<file path="src/rtl/pdn_port_buffer.sv">
// pdn_port_buffer: per-direction input FIFO that feeds one 10-bit router input.
// Latency: 1 cycle from push edge to out_flit. There is no same-cycle bypass.
// Backpressure: in_ready is low when full. A valid flit offered while full is
// dropped and sets the sticky drop_err.
//
// Ports:
//   clk, rst        single clock; asynchronous active-high reset
//   in_flit         link flit {valid, dest[1:0], payload[6:0]}
//   in_ready        buffer has room (count < DEPTH)
//   out_flit        head flit; all zero when empty
//   out_grant       router consumed out_flit this cycle
//   count           current occupancy
//   drop_err        sticky: valid flit arrived while full
//   starve          head held ungranted for STARVE_LIMIT cycles
module pdn_port_buffer #(
  parameter int DEPTH        = 4,
  parameter int STARVE_LIMIT = 15
) (
  input  logic                     clk,
  input  logic                     rst,
  input  logic [9:0]               in_flit,
  output logic                     in_ready,
  output logic [9:0]               out_flit,
  input  logic                     out_grant,
  output logic [$clog2(DEPTH):0]   count,
  output logic                     drop_err,
  output logic                     starve
);

  localparam int PW = $clog2(DEPTH);
  localparam int CW = PW + 1;
  localparam logic [CW-1:0] DEPTH_C = CW'(DEPTH);
  localparam logic [7:0]    LIMIT_C = 8'(STARVE_LIMIT);

  logic [9:0]    mem [DEPTH];
  logic [PW-1:0] wr_ptr;
  logic [PW-1:0] rd_ptr;
  logic [7:0]    starve_cnt;
  logic [7:0]    starve_cnt_next;
  logic          push;
  logic          pop;
  logic          empty;

  assign empty    = (count == '0);
  // Ready depends only on registered occupancy. A full buffer refuses a push
  // even when the head is being granted in the same cycle.
  assign in_ready = (count < DEPTH_C);
  assign push     = in_flit[9] & in_ready;
  assign pop      = out_grant & ~empty;
  assign out_flit = empty ? 10'b0 : mem[rd_ptr];

  // The counter clears whenever there is no waiting head or the head leaves,
  // and counts up to the limit otherwise.
  always_comb begin
    starve_cnt_next = starve_cnt;
    if (pop || empty) begin
      starve_cnt_next = 8'd0;
    end else if (starve_cnt != LIMIT_C) begin
      starve_cnt_next = starve_cnt + 8'd1;
    end
  end

  // Storage needs no reset because out_flit is gated by count.
  always_ff @(posedge clk) begin
    if (push) begin
      mem[wr_ptr] <= in_flit;
    end
  end

  always_ff @(posedge clk or posedge rst) begin
    if (rst) begin
      wr_ptr     <= '0;
      rd_ptr     <= '0;
      count      <= '0;
      drop_err   <= 1'b0;
      starve_cnt <= 8'd0;
      starve     <= 1'b0;
    end else begin
      // DEPTH is a power of two, so the pointers wrap DEPTH-1 -> 0 naturally.
      if (push) begin
        wr_ptr <= wr_ptr + 1'b1;
      end
      if (pop) begin
        rd_ptr <= rd_ptr + 1'b1;
      end
      if (push && !pop) begin
        count <= count + 1'b1;
      end else if (pop && !push) begin
        count <= count - 1'b1;
      end
      if (in_flit[9] && !in_ready) begin
        drop_err <= 1'b1;
      end
      starve_cnt <= starve_cnt_next;
      // starve is taken from the next counter value so that it is registered
      // and also aligned with the counter itself.
      starve     <= (starve_cnt_next == LIMIT_C);
    end
  end

endmodule

</file>
<file path="config.mk">
export PLATFORM = sky130hd
export DESIGN_NAME = pdn_port_buffer
export DESIGN_NICKNAME = d
export VERILOG_FILES = /design/src/rtl/pdn_port_buffer.sv
export SDC_FILE = /design/constraint.sdc
export NUM_CORES = 1
export LEC_CHECK = 0
export CAP_MARGIN = 20
export CORE_ASPECT_RATIO = 1.4
export CORE_UTILIZATION = 46
export DETAILED_ROUTE_END_ITERATION = 10
export HOLD_SLACK_MARGIN = 0.15
export PLACE_DENSITY_LB_ADDON = 0.25
export SLEW_MARGIN = 15
export SYNTH_ARGS = -nofsm -noshare
export SYNTH_HDL_FRONTEND = slang
export SYNTH_SLANG_ARGS = --single-unit
</file>
<file path="constraint.sdc">
create_clock -name clk -period 2.01 [get_ports clk]
set_input_delay 0.201 -clock clk [delete_from_list [all_inputs] [get_ports clk]]
set_output_delay 0.201 -clock clk [all_outputs]
set_load 0.03 [all_outputs]
</file>
# Word-level counts from Yosys, hierarchy flattened
# Memory sizes are Yosys's and may differ from the RTL's.
# Cells that the tools add are included.
# word_totals
register_bits	17
ram_bits	40
in_bits	13
output_inout_bits	16
elab_cells	34
n_memories	1
# op_classes
addsub	5
n_lt_le_gt_ge	1
eq_ne	2
mux	7
bitwise_logic	3
reduce_logical	9
# mem_list
name	words	word_bits	rd	rd_ports_with_merged_regs	write_ports	line	source
mem	4	10	1	0	1	35	logic [9:0] mem [DEPTH];
# ops
operator	n
$mux 8	2
$mux 10	1
$add 8x1->8 const B	1
$eq 8x4->1 const B	1
$ne 8x4->1 const B	1
$mux 3	2
$add 2x1->2 const B	2
$add 3x1->3 const B	1
$logic_and 1x1->1	3
$logic_not 1->1	3
$logic_not 3->1	1
$lt 3x3->1 const B	1
$sub 3x1->3 const B	1
$and 1x1->1	2
$mux 1	2
$reduce_bool 2->1	1
$logic_or 1x1->1	1
$not 1->1	1

# Depth between registers and ports, before layout
# depth
word_depth	6
mapped_depth	9
ltp_nobuf	8

# Worst setup path after synthesis
# OpenSTA, ideal clock, no wires.
# synth_path
kind	register to register
from	register count[0]
to	register count[2]
setup_ns	0.132
arrival_time_ns	2.077
required_time_ns	1.878
slack_ns	-0.199
stages_incl_launch_ff	10
path_buffers	1
period_less_slack_ns	2.209
path_cell_list	dfrtp_1 > or3_1 > clkbuf_1 > nand2_1 > ha_1 > inv_1 > fa_1 > xor2_1 > nor2_1 > xnor2_1
# synth_between
elab_chain_cells	6
elab_cells_between_ends	14
classes_between	add/sub: 2; order compare: 1; mux: 2; bitwise: 3; reduce/logical: 6
# synth_rtl
item	line	source
from (decl)	25	output logic [$clog2(DEPTH):0] count,
from (signal assigned)	87	count <= count + 1'b1;
from (signal assigned)	89	count <= count - 1'b1;
branches (longest 6 deep; another with $lt 3x3->1)	-	
# Parallel ways; which one is timed is not known. The select of a mux whose other input is x is not followed.
# A chain may end at the register's enable or synchronous reset.

# Worst setup path in the final report
# layout_path
from	register count[2]
to	register count[2]
# The elaborated chain is that of the path after synthesis.

==> run_results.csv <==
group,metric,value,unit
run_status,run_status,"completed",
power_and_ir_drop,powerDensity,1410,mW/mm^2
power_and_ir_drop,power_frac_clock,22.2,%
clock_network,clk_pin_slew,70,ps
floorplan,dieArea,0.00561,sq mm
clock_network,cts-hold-fix-buffers,0,
clock_network,numCtsBuffers,9,
cells_and_area,multiInputGateArea,795,sq um
cells_and_area,layout-drive-gt1-share,31.0,%
cells_and_area,final_cells,276,
cells_and_area,insertedDiodeCount,0,
synthesis,synth_edf_count,40,
timing,fin_crit,1970,ps
power_and_ir_drop,power.leakage,1.16,nW
routing,routed_wl,4380,um
setup_path,required,2250,ps
synthesis,synth_top_area_cell,"edfxtp_1",
cells_and_area,ff_latch_area,0.00163,sq mm
power_and_ir_drop,swShare,34.1,%
placed_design,gp_congestion,0.821,
synthesis,synth_cell_type_count,35,
routing,antenna_left,0,
timing,tightest_slew,665,ps
run,drv_cap,0,
grt,grt_pass1_vias,1506,
synthesis,yosys_warnings,0,
synthesis,synth_area_leaders,"edfxtp_1 (49%), dfrtp_1 (17%), mux4_2 (9.2%)",
routing,vias,1458,
placed_design,io_buffer_count,28,
power_and_ir_drop,p_seq_share,35.7,%
hold_path,hold_path.class,"input pin to asynchronous set/reset pin",
routing,viasPerCell,5.28,
placed_design,hpwl,3120,um
setup_path,path_max_fanout,2,
timing,finalHoldViolCount,0,
clock_network,ctsHtreeMaxLevel,3,
cells_and_area,final_core_util,61.1,%
clock_network,root_buffer,"clkbuf_8",
timing,slew_viol_final,0,
floorplan,ios,29,
power_and_ir_drop,internal_power,2.94,mW
grt,grtUsageTotal,17.9,%
floorplan,core_area,0.00516,sq mm
clock_network,cts_tree,"built",
synthesis,synth_top_area_share,49.2,%
synthesis,ys_seq_area_share,66.6,%
floorplan,start_util,47.4,%
synthesis,synth_flop_cell,"edfxtp_1",
synthesis,synth_area_per_cell,16.0,sq um
floorplan,rows,31,
placed_design,pre_cts_ws,-24.8,ps
power_and_ir_drop,combPwrFrac,42.1,%
floorplan,die_w,63.6,um
routing,drt-pass1-iter-count,4,
synthesis,mappedNetlistNets,173,
synthesis,synth.cell_area,0.00244,sq mm
cells_and_area,area_delta_synth_final,29.0,%
setup_path,endpoint_kind,"flip-flop",
timing,maxSlewHeadroom,55.6,%
cells_and_area,layout.nets,225,
clock_network,clock-sinks,57,
clock_network,post_cts_buffers,0,
setup_path,start_kind,"flip-flop",
synthesis,async_flop_share,29.8,%
power_and_ir_drop,switchingPower,1.52,mW
grt,grt_pass1_wl,7240,um
timing,fmax,0.507,GHz
grt,antenna_found_initial,0,
power_and_ir_drop,peakVddDrop,631,uV
grt,grt-ovfl-total,0,
synthesis,ys_seq_elements,57,
timing,tns,0,ps
placed_design,placed_cells,260,
routing,wl_per_cell,15.9,um
timing,fin_worst_skew,7.57,ps
setup_path,worstPathArrival,2220,ps
routing,drc_errors,0,
timing,setup_viol,0,
clock_network,clock_latency,330,ps
clock_network,clock_path_buffers,2,
grt,grt_max_degree,18,
floorplan,die_height,88.2,um
setup_path,path_class,"flip-flop to flip-flop",
synthesis,synthCells,153,
routing,drt_iter0_markers,45,
timing,finalWorstSetupSlack,38.6,ps
timing,period_share,98.1,%
cells_and_area,fillers,382,
timing,rsz0062_at_grt,"true",
==> critical path, cell delays in order (launching register included) <==
cell,delay (ps)
dfrtp_2,400
or3_4,380
buf_4,150
nand2_4,70
ha_4,140
inv_2,40
fa_2,330
xor2_1,140
nor2_1,120
xnor2_1,120
==> sequential cells by signal (all words and copies together) (netlist names) <==
name        count
starve_cnt      8
wr_ptr          2
starve          1
rd_ptr          2
drop_err        1
mem            40
count           3
==> what timing repair did <==
action                     4_1_cts  5_1_grt
pin swaps                        0        1
cloned                           0        0
setup endpoints to repair       10        6
gates resized for setup         43        9
==> power by group through the flow <==
stage | sequential, mW | combinational (mW) | clock [mW]
floorplan | 1.67 | 1.14 | 0
global placement | 1.59 | 1.99 | 0
detailed placement | 1.61 | 2.03 | 0
CTS | 1.59 | 1.94 | 1.01
global route | 1.61 | 2.02 | 1.07
finish | 1.59 | 1.88 | 0.991
==> layout make-up <==
type	instances	area share [%]
multi-input cells	84	25.2
flip-flops and latches	57	51.7
well taps	66	2.62
clock buffers	9	3.93
inverters	6	0.714
clock inverters	7	1.94
repair buffers	47	13.9
==> cell usage in the layout (no fill, tap or decap), drive strengths merged, types with 2 or more instances in the layout <==
cell,n
a211oi,2
clkinv,4
a21oi,4
buf,29
edfxtp,40
o21ai,3
or3,3
inv,6
a31oi,2
and2,14
nor2,5
clkinvlp,2
ha,6
clkdlybuf4s50,18
xor2,2
clkbuf,9
nand3,3
mux4,10
dfrtp,17
xnor2,6
nand2,8
nor4,3
o211ai,2
==> routing by layer <==
metal / share of wire, % / global-route usage (%) / vias to the layer above
met4: 1.2 / 10.3 / 0
met3: 4.1 / 4.51 / 4
met1: 39 / 20.5 / 731
met5: 0 / 0 / -
met2: 55 / 30.7 / 40
li1: - / - / 683
==> cell families (layout without fill, tap and decap cells) <==
| family | after synthesis | in the layout | share of synthesized area [%] |
|---|---|---|---|
| and+or+nand+nor | 43 | 43 | 10.7 |
| adders and majority gates | 7 | 7 | 3.89 |
| AOI/OAI and AO/OA | 15 | 15 | 4.15 |
| buffers and inverters | 12 | 69 | 2.20 |
| xor gates and xnor gates | 8 | 8 | 2.87 |
| muxes | 11 | 11 | 9.68 |
| DFF | 57 | 57 | 66.6 |
==> cells in the mapped netlist, drive strengths merged (2+ instances only) <==
cell    count
xor2        2
buf         2
nand2       8
or3         3
and2       14
edfxtp     40
a21oi       4
o21ai       3
a31oi       2
inv         6
xnor2       6
nand3       3
dfrtp      17
ha          6
clkbuf      4
nor2        5
o211ai      2
mux4       10
a211oi      2
nor4        3
==> per-stage QoR <==
stage                     instance area (sq um)  power [mW]  hold slack (ps)
after floorplan                            2480        2.81              127
after global placement                     3010        3.58              439
after detailed placement                   3010        3.64              458
after CTS                                  3170        4.54              286
after global routing                       3150        4.70              343
final                                      3150        4.46              275
==> final timing paths <==
kind / start / to / slack (ps) / depth (start not counted)
max in group asynchronous: rst / count[0] / 1270 / 2
max: count[2] / count[2] / 40 / 9
min reg2reg: drop_err / drop_err / 470 / 1
min: rst / rd_ptr[1] / 270 / 2
min in group clk: drop_err / drop_err / 470 / 1
max reg2reg: count[2] / count[2] / 40 / 9
(Power assumes the default switching activity.)
